[config.mk]
export PLATFORM = sky130hd
export DESIGN_NAME = can_arb_deserializer
export DESIGN_NICKNAME = d
export VERILOG_FILES = /design/src/rtl/can_pkg.sv /design/src/rtl/can_destuffer.sv /design/src/rtl/can_arb_deserializer.sv
export SDC_FILE = /design/constraint.sdc
export NUM_CORES = 1
export LEC_CHECK = 0
export BUFFER_PORTS_ARGS = -buffer_cell sky130_fd_sc_hd__clkbuf_2
export CAP_MARGIN = 0
export CELL_PAD_IN_SITES_DETAIL_PLACEMENT = 1
export CELL_PAD_IN_SITES_GLOBAL_PLACEMENT = 1
export CORE_MARGIN = 3
export CORE_UTILIZATION = 40
export DETAILED_ROUTE_END_ITERATION = 16
export PLACE_DENSITY = 0.82
export RECOVER_POWER = 50
export REMOVE_ABC_BUFFERS = 1
export SLEW_MARGIN = 30
export SYNTH_ARGS = -nofsm -noshare
export SYNTH_HDL_FRONTEND = slang
export SYNTH_HIERARCHICAL = 1
export SYNTH_SLANG_ARGS = --single-unit
[constraint.sdc]
create_clock -name clk -period 3.7 [get_ports clk]
set_input_delay 0.555 -clock clk [delete_from_list [all_inputs] [get_ports clk]]
set_output_delay 0.555 -clock clk [all_outputs]
set_load 0.05 [all_outputs]
[src/rtl/can_pkg.sv]
// -----------------------------------------------------------------------------
// can_pkg
// Shared definitions for the CAN arbitration-field deserializer:
//   - can_state_e     : deserializer state machine encoding
//   - CAN_*_W         : base / extended identifier widths
//   - CAN_STUFF_LIMIT : identical bits after which a stuff bit follows
//   - CAN_POS_*       : destuffed bit positions of SRR/RTR, IDE and extended RTR
//   - can_run_full()  : true when the run tracker says the next sample is stuffing
// -----------------------------------------------------------------------------
package can_pkg;

  typedef enum logic [2:0] {
    ST_WAIT_IDLE = 3'd0,
    ST_IDLE      = 3'd1,
    ST_BASE      = 3'd2,
    ST_EXT       = 3'd3,
    ST_DONE      = 3'd4
  } can_state_e;

  localparam int CAN_BASE_ID_W   = 11;
  localparam int CAN_EXT_ID_W    = 18;
  localparam int CAN_STUFF_LIMIT = 5;
  localparam int CAN_BIT_CNT_W   = 6;

  // Destuffed data-bit positions, counted from the first identifier bit
  localparam logic [CAN_BIT_CNT_W-1:0] CAN_POS_SRR     = 6'd11;
  localparam logic [CAN_BIT_CNT_W-1:0] CAN_POS_IDE     = 6'd12;
  localparam logic [CAN_BIT_CNT_W-1:0] CAN_POS_RTR_EXT = 6'd31;

  function automatic logic can_run_full(input logic [2:0] run);
    return (run == 3'(CAN_STUFF_LIMIT));
  endfunction

endpackage

[src/rtl/can_destuffer.sv]
// -----------------------------------------------------------------------------
// can_destuffer
// Tracks the run of identical bits on the receive line and classifies each
// sample-point as a data bit or a stuff bit.
//
// Optional feature macro: CAN_STUFF_CHECK_EN
//   defined   -> o_stuff_viol flags a stuff bit equal to the preceding bit
//   undefined -> stuff bits are dropped unchecked, o_stuff_viol is 0
//
// Ports:
//   clk, reset     : clock, synchronous active-high reset
//   i_sp           : sample-point strobe
//   i_rx           : sampled receive line
//   i_seed         : SOF accepted this sample; seed tracker with last=0, run=1
//   i_active       : deserializer is inside the arbitration field
//   o_data_valid   : this sample is a data bit (not stuffing)
//   o_stuff_viol   : this sample is a stuff bit that violates the rule
// -----------------------------------------------------------------------------
module can_destuffer
  import can_pkg::*;
(
  input  logic clk,
  input  logic reset,
  input  logic i_sp,
  input  logic i_rx,
  input  logic i_seed,
  input  logic i_active,
  output logic o_data_valid,
  output logic o_stuff_viol
);

  logic       r_last;
  logic [2:0] r_run;
  logic       w_stuff_slot;

  // After CAN_STUFF_LIMIT identical bits the next sample is stuffing
  assign w_stuff_slot = can_run_full(r_run);

  // Run tracker: last bit value and length of the current run
  always_ff @(posedge clk) begin
    if (reset) begin
      r_last <= 1'b0;
      r_run  <= 3'd0;
    end else if (i_sp && i_seed) begin
      // The SOF itself is the first dominant bit of the first run
      r_last <= 1'b0;
      r_run  <= 3'd1;
    end else if (i_sp && i_active) begin
      if (w_stuff_slot) begin
        // A stuff bit starts a fresh run with its own value
        r_last <= i_rx;
        r_run  <= 3'd1;
      end else if (i_rx == r_last) begin
        r_run  <= r_run + 3'd1;
      end else begin
        r_last <= i_rx;
        r_run  <= 3'd1;
      end
    end
  end

  // Per-sample classification strobes
  always_comb begin
    o_data_valid = i_sp & i_active & ~w_stuff_slot;
`ifdef CAN_STUFF_CHECK_EN
    o_stuff_viol = i_sp & i_active & w_stuff_slot & (i_rx == r_last);
`else
    o_stuff_viol = 1'b0;
`endif
  end

endmodule

[src/rtl/can_arb_deserializer.sv]
// -----------------------------------------------------------------------------
// can_arb_deserializer
// Front end of the CAN identifier block: waits for bus idle, detects SOF,
// removes stuff bits and shifts the arbitration field into parallel
// registers. F_IDF (active low) marks the captured field as valid.
//
// Optional feature macro: CAN_STUFF_CHECK_EN (stuff-violation detection;
// without it STUFF_ERR stays 0).
//
// Parameters:
//   IDLE_BITS : consecutive recessive samples needed before SOF is accepted
// Ports:
//   clk       : system clock
//   reset     : synchronous, active-high
//   SP        : sample-point strobe, one clk wide
//   RX        : receive line (0 dominant, 1 recessive)
//   IDF       : 11-bit base identifier
//   IDF_EX    : 18-bit extended identifier (0 for standard frames)
//   IDE       : captured IDE bit
//   RTR       : captured RTR bit
//   F_IDF     : 0 = arbitration field complete, outputs valid
//   STUFF_ERR : one-clk pulse on a stuff violation
// -----------------------------------------------------------------------------
module can_arb_deserializer
  import can_pkg::*;
#(
  parameter int IDLE_BITS = 11
) (
  input  logic                     clk,
  input  logic                     reset,
  input  logic                     SP,
  input  logic                     RX,
  output logic [CAN_BASE_ID_W-1:0] IDF,
  output logic [CAN_EXT_ID_W-1:0]  IDF_EX,
  output logic                     IDE,
  output logic                     RTR,
  output logic                     F_IDF,
  output logic                     STUFF_ERR
);

  localparam int                IDLE_W    = $clog2(IDLE_BITS + 1);
  localparam logic [IDLE_W-1:0] IDLE_LAST = IDLE_W'(IDLE_BITS - 1);

  can_state_e                 r_state;
  logic [IDLE_W-1:0]          r_idle_cnt;
  logic [CAN_BIT_CNT_W-1:0]   r_bit_cnt;
  logic [CAN_BASE_ID_W-1:0]   r_idf;
  logic [CAN_EXT_ID_W-1:0]    r_idf_ex;
  logic                       r_ide;
  logic                       r_rtr;
  logic                       r_srr;
  logic                       r_f_idf;
  logic                       r_stuff_err;

  logic w_seed;
  logic w_active;
  logic w_dv;
  logic w_viol;

  assign w_seed   = (r_state == ST_IDLE) & ~RX;
  assign w_active = (r_state == ST_BASE) | (r_state == ST_EXT);

  can_destuffer u_destuffer (
    .clk          (clk),
    .reset        (reset),
    .i_sp         (SP),
    .i_rx         (RX),
    .i_seed       (w_seed),
    .i_active     (w_active),
    .o_data_valid (w_dv),
    .o_stuff_viol (w_viol)
  );

  // Frame state machine, idle counter and arbitration-field capture
  always_ff @(posedge clk) begin
    if (reset) begin
      r_state     <= ST_WAIT_IDLE;
      r_idle_cnt  <= '0;
      r_bit_cnt   <= '0;
      r_idf       <= '0;
      r_idf_ex    <= '0;
      r_ide       <= 1'b0;
      r_rtr       <= 1'b0;
      r_srr       <= 1'b0;
      r_f_idf     <= 1'b1;
      r_stuff_err <= 1'b0;
    end else begin
      r_stuff_err <= 1'b0;
      if (SP) begin
        case (r_state)
          // Both states wait for IDLE_BITS recessive samples in a row;
          // DONE keeps the captured outputs while doing so
          ST_WAIT_IDLE, ST_DONE: begin
            if (RX) begin
              if (r_idle_cnt == IDLE_LAST) begin
                r_idle_cnt <= '0;
                r_state    <= ST_IDLE;
              end else begin
                r_idle_cnt <= r_idle_cnt + IDLE_W'(1);
              end
            end else begin
              r_idle_cnt <= '0;
            end
          end

          ST_IDLE: begin
            if (!RX) begin
              r_state   <= ST_BASE;
              r_f_idf   <= 1'b1;
              r_bit_cnt <= '0;
              r_idf     <= '0;
              r_idf_ex  <= '0;
              r_srr     <= 1'b0;
            end
          end

          ST_BASE: begin
            if (w_viol) begin
              r_stuff_err <= 1'b1;
              r_state     <= ST_WAIT_IDLE;
              r_idle_cnt  <= '0;
            end else if (w_dv) begin
              if (r_bit_cnt < CAN_POS_SRR) begin
                r_idf <= {r_idf[CAN_BASE_ID_W-2:0], RX};
              end else if (r_bit_cnt == CAN_POS_SRR) begin
                // RTR for standard frames, SRR for extended ones; decided by IDE
                r_srr <= RX;
              end else begin
                r_ide <= RX;
                if (RX) begin
                  r_state <= ST_EXT;
                end else begin
                  r_rtr      <= r_srr;
                  r_idf_ex   <= '0;
                  r_f_idf    <= 1'b0;
                  r_idle_cnt <= '0;
                  r_state    <= ST_DONE;
                end
              end
              r_bit_cnt <= r_bit_cnt + 6'd1;
            end
          end

          ST_EXT: begin
            if (w_viol) begin
              r_stuff_err <= 1'b1;
              r_state     <= ST_WAIT_IDLE;
              r_idle_cnt  <= '0;
            end else if (w_dv) begin
              if (r_bit_cnt < CAN_POS_RTR_EXT) begin
                r_idf_ex  <= {r_idf_ex[CAN_EXT_ID_W-2:0], RX};
                r_bit_cnt <= r_bit_cnt + 6'd1;
              end else begin
                r_rtr      <= RX;
                r_f_idf    <= 1'b0;
                r_idle_cnt <= '0;
                r_state    <= ST_DONE;
              end
            end
          end

          default: begin
            r_state    <= ST_WAIT_IDLE;
            r_idle_cnt <= '0;
          end
        endcase
      end
    end
  end

  assign IDF       = r_idf;
  assign IDF_EX    = r_idf_ex;
  assign IDE       = r_ide;
  assign RTR       = r_rtr;
  assign F_IDF     = r_f_idf;
  assign STUFF_ERR = r_stuff_err;

endmodule
== Yosys cells after proc, flatten, opt, wreduce, memory -nomap -nowiden ==
Index checks and enable logic that the tools add are counted.

* Add/sub/neg operators: 3
* $lt $le $gt $ge: 2
* Equal/unequal tests: 21
* Mux-type cells: 60
* Bitwise gates (word level): 9
* Reduce and logical (&&, ||, !) cells: 19

{| class="wikitable"
|+ Operators by type and width
! operator !! number
|-
| two-way mux 18 bit || 6
|-
| case mux 18 bit (3 select lines) || 1
|-
| two-way mux 11 bit || 3
|-
| two-way mux 3 bit || 11
|-
| two-way mux 4 bit || 8
|-
| two-way mux 6 bit || 4
|-
| case mux 11 bit (2 select lines) || 1
|-
| two-way mux 1 bit || 20
|-
| case mux 6 bit (3 select lines) || 1
|-
| AND reduction 9 bit || 2
|-
| case mux 4 bit (4 select lines) || 1
|-
| AND reduction 8 bit || 2
|-
| inequality test 2 bit, second input constant || 7
|-
| inequality test 2 x 1 -> 1 bit, second input constant || 6
|-
| case mux 3 bit (4 select lines) || 1
|-
| AND reduction 6 bit || 2
|-
| AND reduction 5 bit || 2
|-
| AND reduction 7 bit || 1
|-
| adder 6 x 1 -> 6 bit, second input constant || 1
|-
| == test 3 x 2 -> 1 bit, second input constant || 2
|-
| == test 3 bit, second input constant || 2
|-
| == test 6 x 4 -> 1 bit, second input constant || 1
|-
| < comparator 6 x 4 -> 1 bit, second input constant || 1
|-
| < comparator 6 x 5 -> 1 bit, second input constant || 1
|-
| 16 further kinds || 27
|}

* Bits in registers: 50
* Input bits: 4
* Output and inout bits: 33
* Word-level logic and storage cells: 126

== Longest topological paths before layout ==
Gate-level depths: netlist (run 1).

* Word-level depth: 6
* Mapped depth: 11
* Mapped depth without buffers: 9

== Cells and area by module ==
Netlist (run 1), hierarchy kept.

{| class="wikitable"
|+ Modules (own cells, without submodules)
! module !! times used !! cells each !! area an instance (um^2) !! seq. area each (um^2)
|-
| can_arb_deserializer || 1 || 285 || 2,401.1 || 940.9
|-
| can_destuffer || 1 || 33 || 274.0 || 80.1
|}

== Worst setup path after synthesis (run 1) ==
No wires, ideal clock.

* Path kind: reg-to-reg
* Start: reg r_state[2]
* End: reg r_idf_ex[3], in the netlist IDF_EX[3]
* Setup time: 0.101 ns
* Arrival time: 2.306 ns
* Data required time: 3.599 ns
* Setup slack: 1.293 ns
* Stages on the path, launching flop included: 11
* Path buffers: 2
* Period minus slack after synthesis: 2.407 ns
* Cells stage by stage: dfxtp_1 buf_4 nand2b_2 inv_1 nand2_1 a21oi_1 nor2b_1 o21ai_1 o211ai_2 buf_2 o41ai_1

* Word-level cells in the longest chain between the ends: 6
* Elaborated cells on any way between the ends: 14
* Those cells by class: eq/ne: 8; mux: 1; bitwise: 3; reduce/logical: 2

{| class="wikitable"
|+ RTL lines
! element !! RTL line !! text
|-
| from (decl) || can_arb_deserializer.sv:44 || <nowiki>can_state_e r_state;</nowiki>
|-
| from (signal assigned) || can_arb_deserializer.sv:77 || <nowiki>r_state <= ST_WAIT_IDLE;</nowiki>
|-
| from (signal assigned) || can_arb_deserializer.sv:97 || <nowiki>r_state <= ST_IDLE;</nowiki>
|-
| from (signal assigned) || can_arb_deserializer.sv:108 || <nowiki>r_state <= ST_BASE;</nowiki>
|-
| == test 3 x 2 -> 1 bit || can_arb_deserializer.sv:61 || <nowiki>assign w_active = (r_state == ST_BASE) | (r_state == ST_EXT);</nowiki>
|-
| bitwise OR 1 bit * || can_arb_deserializer.sv:61 ||
|-
| named net w_active || can_arb_deserializer.sv:56 || <nowiki>logic w_active;</nowiki>
|-
| AND 1 bit * (2 in a row) || can_destuffer.sv:64 || <nowiki>o_data_valid = i_sp & i_active & ~w_stuff_slot;</nowiki>
|-
| named net w_dv || can_arb_deserializer.sv:57 || <nowiki>logic w_dv;</nowiki>
|-
| inequality test 2 x 1 -> 1 bit (no source line) || n/a ||
|-
| AND reduction 7 bit (no source line) * || n/a ||
|-
| to (signal assigned) || can_arb_deserializer.sv:151 || <nowiki>r_idf_ex <= {r_idf_ex[CAN_EXT_ID_W-2:0], RX};</nowiki>
|-
| to (decl) || can_arb_deserializer.sv:48 || <nowiki>logic [CAN_EXT_ID_W-1:0] r_idf_ex;</nowiki>
|}

Mark *: on every way through the listed nets, which the timed path passes. The rest lies on a longest branch.
A chain may end at the register's enable or synchronous reset.

== Worst setup path in the final report (run 1) ==
* Start: reg r_state[1]
* End: reg r_idf_ex[4], in the netlist IDF_EX[4]

Same word-level chain as after synthesis.

==> results of run 1 <==
## report_power, final
group	internal, mW	leakage (nW)	switching [mW]
Sequential	0.549	0.411	0.00110
Combinational	0.0103	0.532	0.0286
Clock	0.153	0.0474	0.198
Total	0.713	0.991	0.228
## cells by family after synthesis
family          count (synthesis)  synth area share [%]
other cells                     1                0.1402
xor+xnor                        1                0.3275
compound gates                102                 26.15
simple gates                  128                 27.04
mux                             4                 1.497
flops                          51                 38.17
fa+ha+maj                       5                 2.339
buf+inv                        26                 4.350
## state kept, by name (all words and copies together), names as in the netlist
register and flops:
IDE 1, r_idle_cnt 4, u_destuffer/r_last 1, r_srr 1
RTR 1, IDF_EX 18, r_bit_cnt 6, IDF 11
STUFF_ERR 1, r_state 3, u_destuffer/r_run 3, F_IDF 1
## worst min-delay path by stage
stage,startpoint,to,slack (ps)
after floorplan,u_destuffer/r_last,u_destuffer/r_last,440
after global placement,IDF[10],IDF[10],440
after detailed placement,IDF[10],IDF[10],450
after CTS,IDF[10],IDF[10],460
after global routing,IDF[10],IDF[10],490
final,IDF[10],IDF[10],460
## layer usage
metal / track usage, % / routed length, um / vias up
met4: 5.300 / 86 / 0
met5: 0 / 0 / -
met3: 3.481 / 258 / 9
met2: 30.62 / 3345 / 49
met1: 26.07 / 3379 / 1206
li1: - / - / 1215
## cell usage in the layout (no fill, tap or decap), types with 2 or more instances in the layout
master    count
dfxtp_1      51
clkbuf_1     33
a21oi_1      31
nand2_1      22
nand3_1      19
nor2_1       18
o21ai_0      18
nor2b_1      15
nand2b_1     14
o41ai_1       9
o21ai_1       8
a31o_2        7
nand3b_1      6
clkbuf_8      6
inv_1         5
ha_1          5
nor3_1        4
mux2i_1       4
nor3b_1       3
nand4_1       3
or4_1         3
a31oi_1       3
nand4b_1      3
or3_1         3
clkbuf_2      3
and2_0        2
and4b_1       2
o31ai_1       2
or3b_2        2
and3_1        2
o21a_1        2
a311oi_1      2
buf_4         2
a21boi_0      2
## worst reg2reg max path, delay by kind of cell (launching register included)
| family | cells | cell delay, ps |
|---|---|---|
| AOI/OAI and AO/OA | 3 | 1200 |
| muxes | 1 | 240 |
| DFF | 1 | 610 |
| buffers and inverters | 1 | 320 |
| and+or+nand+nor | 4 | 920 |
## layout make-up
| cell class | instances | share of cell area (%) |
|---|---|---|
| Clock inverter | 2 | 0.5575 |
| Timing Repair Buffer | 38 | 5.274 |
| Tap cell | 77 | 3.302 |
| Clock buffer | 6 | 2.830 |
| Multi-Input combinational cell | 241 | 52.40 |
| Inverter | 5 | 0.6432 |
| Sequential cell | 51 | 34.99 |
## cells in the mapped netlist, types with 4 or more instances
master    instances  share of area, %
nand3_1          19               3.6
ha_1              5               2.3
a31o_2            7               2.3
nor2_1           18               2.5
nand2b_1         14               3.3
o21ai_0          19               3.6
inv_1             5              0.70
o41ai_1           9               2.9
dfxtp_1          51                38
nand2_1          22               3.1
clkbuf_1         12               1.7
mux2i_1           4               1.5
a21oi_1          31               5.8
nand3b_1          6               1.7
nor2b_1          15               3.5
nor3_1            4              0.75
buf_2             6               1.1
o21ai_1           7               1.3
## metrics by stage
step	power (mW)	util (%)	cells	cell area (sq um)	worst slack (ps)
after global routing	0.9749	45.43	420	2918	92.91
after global placement	0.6004	44.67	412	2869	679.4
after detailed placement	0.6018	44.67	412	2869	451.4
after floorplan	0.5810	-	297	2577	1206
final	0.9405	45.43	420	2918	356.7
after CTS	0.9542	46.21	420	2968	427.5
==> results by group, run 1 <==
Die
  • Placement Rows: 29
  • Effective utilization at floorplan: 41.65%
  • Core ar.: 0.006422 sq mm
  • IO Pins: 37
  • Die Y-Extent: 87.78 um
  • Width of the die: 87.78 um
  • Die area: 0.007705 sq mm

Yosys
  • Main synth FF type: dfxtp_1
  • Number of enable flip-flop cells after synthesis: 0
  • Synth warnings: 6
  • Post-Synthesis Cell Area: 0.002675 sq mm
  • Post-Synthesis Cells: 318
  • Cell variety after synth: 61
  • Synthesis-stage register bit count: 51
  • FFs w/ async S/R, synth: 0%
  • Per-instance average area after synthesis: 8.412 sq um
  • Register area share after synthesis: 38.17%

Clock tree
  • Skew-Pair Late Insertion Delay: 310 ps
  • Maximum level of the CTS H-tree: 2
  • Clock tree from TritonCTS: yes
  • Number of buffers created by CTS: 5
  • Count of hold buffers inserted by post-cts repair: 0
  • Postcts setup bufs: 0
  • Post-CTS sizing: 0
  • Clock transition at path regs: 90 ps
  • Root cell of the clock tree: clkbuf_8
  • CTS Buffer Depth: 2
  • Number of sinks driven by the clock tree: 51

Placement
  • Port bufs: 36
  • Final weighted congestion in routability-driven placement: 0.8367
  • HPWL Detailed: 4.890 mm

Detailed routing
  • Final WL: 7.069 mm
  • Number of routed nets with antenna violations: 0
  • Total number of vias: 2479
  • Drc violations: 0
  • 1st-pass router iterations: 4
  • Routed vias/inst: 5.902
  • Starting DRC count in detailed routing: 123
  • Detail-routed net length per standard cell: 16.83 um

Critical path
  • End of the critical path: IDF_EX[4]
  • Crit Path Category: flip-flop to flip-flop
  • Launching point of the worst reg2reg path: r_state[1]
  • Crit path buf inv count: 1
  • Max stage delay cell, worst path: dfxtp_1
  • Critical Path AT: 3590 ps
  • Worst EP required: 3940 ps
  • Critical Path, Cell by Cell: nand2b_2 -> inv_1 -> nand2_1 -> a21oi_1 -> nor2b_1 -> o21ai_1 -> o211ai_2 -> nor2_2 -> mux2i_1
  • Number of cells on the worst reg-to-reg path: 9
  • Delay-heaviest family, CP: compound AO/OA/AOI/OAI gates
  • Setup crit start kind: flip-flop
  • Type of element capturing the critical path: flip-flop
  • Max FO, Critical Path: 19
  • Stages on worst setup path: 9
  • Startpoint of the most critical setup path: r_state[1]
  • Worst reg2reg path endpoint: IDF_EX[4]
  • Largest incremental delay on the critical path: 610 ps
  • Slack of the worst reg-to-reg path: 360 ps

Cells and area
  • Filler cell count: 820
  • Number of antenna repair diodes: 0
  • Area taken by flip-flops and latches: 0.001021 sq mm
  • Share of layout cells above drive strength 1: 9.621%
  • Total Nets Final: 351
  • Synthesis-to-layout area growth: 9.074%
  • Area taken by multi-input logic gates: 0.001529 sq mm

Status
  • Status: finished clean

Power
  • Maximum vdd drop: 0.1902 mV
  • Power density cells: 322.3 mW/mm^2
  • Leak: 0.9906 nW

STA
  • Max_slew headroom: 46.83%
  • Final Max Slew Viols: 0
  • Hold Vio Cnt, Final: 0
  • Worst Max-Slew Pin Slew: 792.2 ps
  • Setup TNS: 0 ps
  • Fin crit share: 90.36%
  • Setup clock skew after layout: 4.923 ps
  • Unrepaired setup endpoints after global routing: false
  • Final critical delay including setup and external delays: 3343 ps
  • Max Clock Freq: 0.2991 GHz
  • Setup violation total in the final timing report: 0
  • Hold slack: 457.9 ps

Global routing
  • Pin count of the biggest net entering global routing: 35
  • Final global-route overflow total: 0
  • Number of global-route vias before repair: 2420
  • GR Util All Layers: 19.02%
  • Global-route wire length before repair: 11.83 mm
  • Number of antenna violations at the first check in global routing: 0

Min path
  • Hold path depth: 2
  • Worst min path class: flip-flop to flip-flop

Flow run
  • Max_cap viols: 0
Note: power is estimated with default switching activity, not from simulation.
==> inputs of run 2 (changes only) <==
- GPL_TIMING_DRIVEN: not set -> 0
==> results by group, run 2 (same netlist as run 1, synthesis figures left out) <==
Status
  • Status: finished clean

Critical path
  • Crit Path Category: flip-flop to flip-flop
  • Critical Path AT: 3550 ps
  • Startpoint of the most critical setup path: r_state[1]
  • Number of cells on the worst reg-to-reg path: 9
  • Type of element capturing the critical path: flip-flop
  • Max FO, Critical Path: 19
  • Slack of the worst reg-to-reg path: 390 ps
  • Worst reg2reg path endpoint: IDF_EX[4]
  • Launching point of the worst reg2reg path: r_state[1]
  • End of the critical path: IDF_EX[4]
  • Setup crit start kind: flip-flop
  • Worst EP required: 3930 ps

Global routing
  • Number of global-route vias before repair: 2413
  • Global-route wire length before repair: 11.60 mm
  • Number of antenna violations at the first check in global routing: 0
  • GR Util All Layers: 18.52%
  • Final global-route overflow total: 0
  • Pin count of the biggest net entering global routing: 57

Cells and area
  • Cell area after layout: 0.002918 sq mm
  • Total Nets Final: 349
  • Number of antenna repair diodes: 0
  • Final cell count without fillers: 417
  • Most common cell after layout, fill and taps aside: dfxtp_1
  • Synthesis-to-layout area growth: 9.074%
  • Filler cell count: 799
  • Commonest cells after routing, fill and taps aside: dfxtp_1 (51), clkbuf_1 (33), a21oi_1 (30)
  • Share of layout cells above drive strength 1: 10.29%
  • Largest register FFs: 18

Power
  • Leak: 0.9832 nW
  • Tot Pwr: 0.9290 mW
  • Maximum vdd drop: 0.2291 mV
  • Power density cells: 318.4 mW/mm^2

Placement
  • HPWL Detailed: 4.592 mm
  • Worst setup timing slack at the placement stage: 227.6 ps
  • Port bufs: 36
  • Post-Place Cells: 410
  • Cell area after placement: 0.002856 sq mm
  • Final weighted congestion in routability-driven placement: 0.8066

STA
  • Final worst slack: 387.2 ps
  • Final critical delay including setup and external delays: 3313 ps
  • Max_slew headroom: 41.73%
  • Hold Vio Cnt, Final: 0
  • Setup clock skew after layout: 7.252 ps
  • Setup TNS: 0 ps
  • Final Max Slew Viols: 0
  • Setup violation total in the final timing report: 0
  • Worst Max-Slew Pin Slew: 871.4 ps
  • Max Clock Freq: 0.3019 GHz
  • Fin crit share: 89.53%
  • Unrepaired setup endpoints after global routing: false

Die
  • Die area: 0.007705 sq mm
  • Width of the die: 87.78 um
  • Placement Rows: 29
  • IO Pins: 37
  • Die Y-Extent: 87.78 um
  • Core ar.: 0.006422 sq mm
  • Effective utilization at floorplan: 41.65%

Detailed routing
  • Detail-routed net length per standard cell: 16.34 um
  • Routed vias/inst: 5.823
  • Drc violations: 0
  • Starting DRC count in detailed routing: 157
  • Final WL: 6.812 mm
  • 1st-pass router iterations: 4
  • Total number of vias: 2428
  • Number of routed nets with antenna violations: 0

Clock tree
  • CTS Buffer Depth: 2
  • Skew-Pair Late Insertion Delay: 310 ps
  • Number of sinks driven by the clock tree: 51
  • Clock transition at path regs: 90 ps
  • Maximum level of the CTS H-tree: 2
  • Number of buffers created by CTS: 5
  • Clock tree from TritonCTS: yes
  • Root cell of the clock tree: clkbuf_8

Flow run
  • Max_cap viols: 0

Min path
  • Worst min path class: flip-flop to flip-flop
-- run 2: worst min path at each step --
stage / slack, ps / cells after the start / start / to
after global routing: 480 / 2 / IDF[10] / IDF[10]
after CTS: 460 / 2 / IDF[10] / IDF[10]
after global placement: 440 / 2 / IDF[10] / IDF[10]
after detailed placement: 450 / 2 / IDF[10] / IDF[10]
after floorplan: 440 / 2 / u_destuffer/r_last / u_destuffer/r_last
final: 460 / 2 / IDF[10] / IDF[10]
-- run 2: worst max-delay path, stage by stage (launching register included) --
cell,delay [ps]
dfxtp_1,620
nand2b_2,240
inv_1,350
nand2_1,180
a21oi_2,350
nor2b_1,100
o21ai_1,320
o211ai_2,450
nor2_4,380
mux2i_1,240
-- run 2: area by class of cell --
type | count | area, sq um | area share, %
clock buffers | 6 | 82.58 | 2.830
well taps | 77 | 96.34 | 3.302
clock inverters | 1 | 8.758 | 0.3002
inverters | 5 | 18.77 | 0.6432
flip-flops and latches | 51 | 1021 | 34.99
multi-input cells | 241 | 1549 | 53.09
repair buffers | 36 | 141.4 | 4.846
-- run 2: report_power, final --
part	internal (mW)	leakage, nW	switching [mW]
clock	0.151	0.0477	0.190
combinational	0.0101	0.525	0.0276
sequential	0.549	0.411	0.00115
total	0.710	0.983	0.219
-- run 2: repair_timing --
item,in CTS,in global routing
hold buffers,0,0
endpoints found under the setup margin,0,12
gates resized for setup,0,2
buffers inserted,0,0
-- run 2: per-stage QoR --
stage	hold slack [ps]	util (%)
after floorplan	438.3	-
after global placement	438.7	44.44
after detailed placement	450.0	44.48
after CTS	463.6	45.90
after global routing	477.4	45.43
final	459.1	45.43
-- run 2: routing by layer --
layer / vias up / GRT usage (%) / wire [um]
li1: 1205 / - / -
met1: 1178 / 24.46 / 3243
met2: 41 / 31.64 / 3268
met3: 4 / 2.540 / 242
met4: 0 / 5.021 / 58
met5: - / 0 / 0
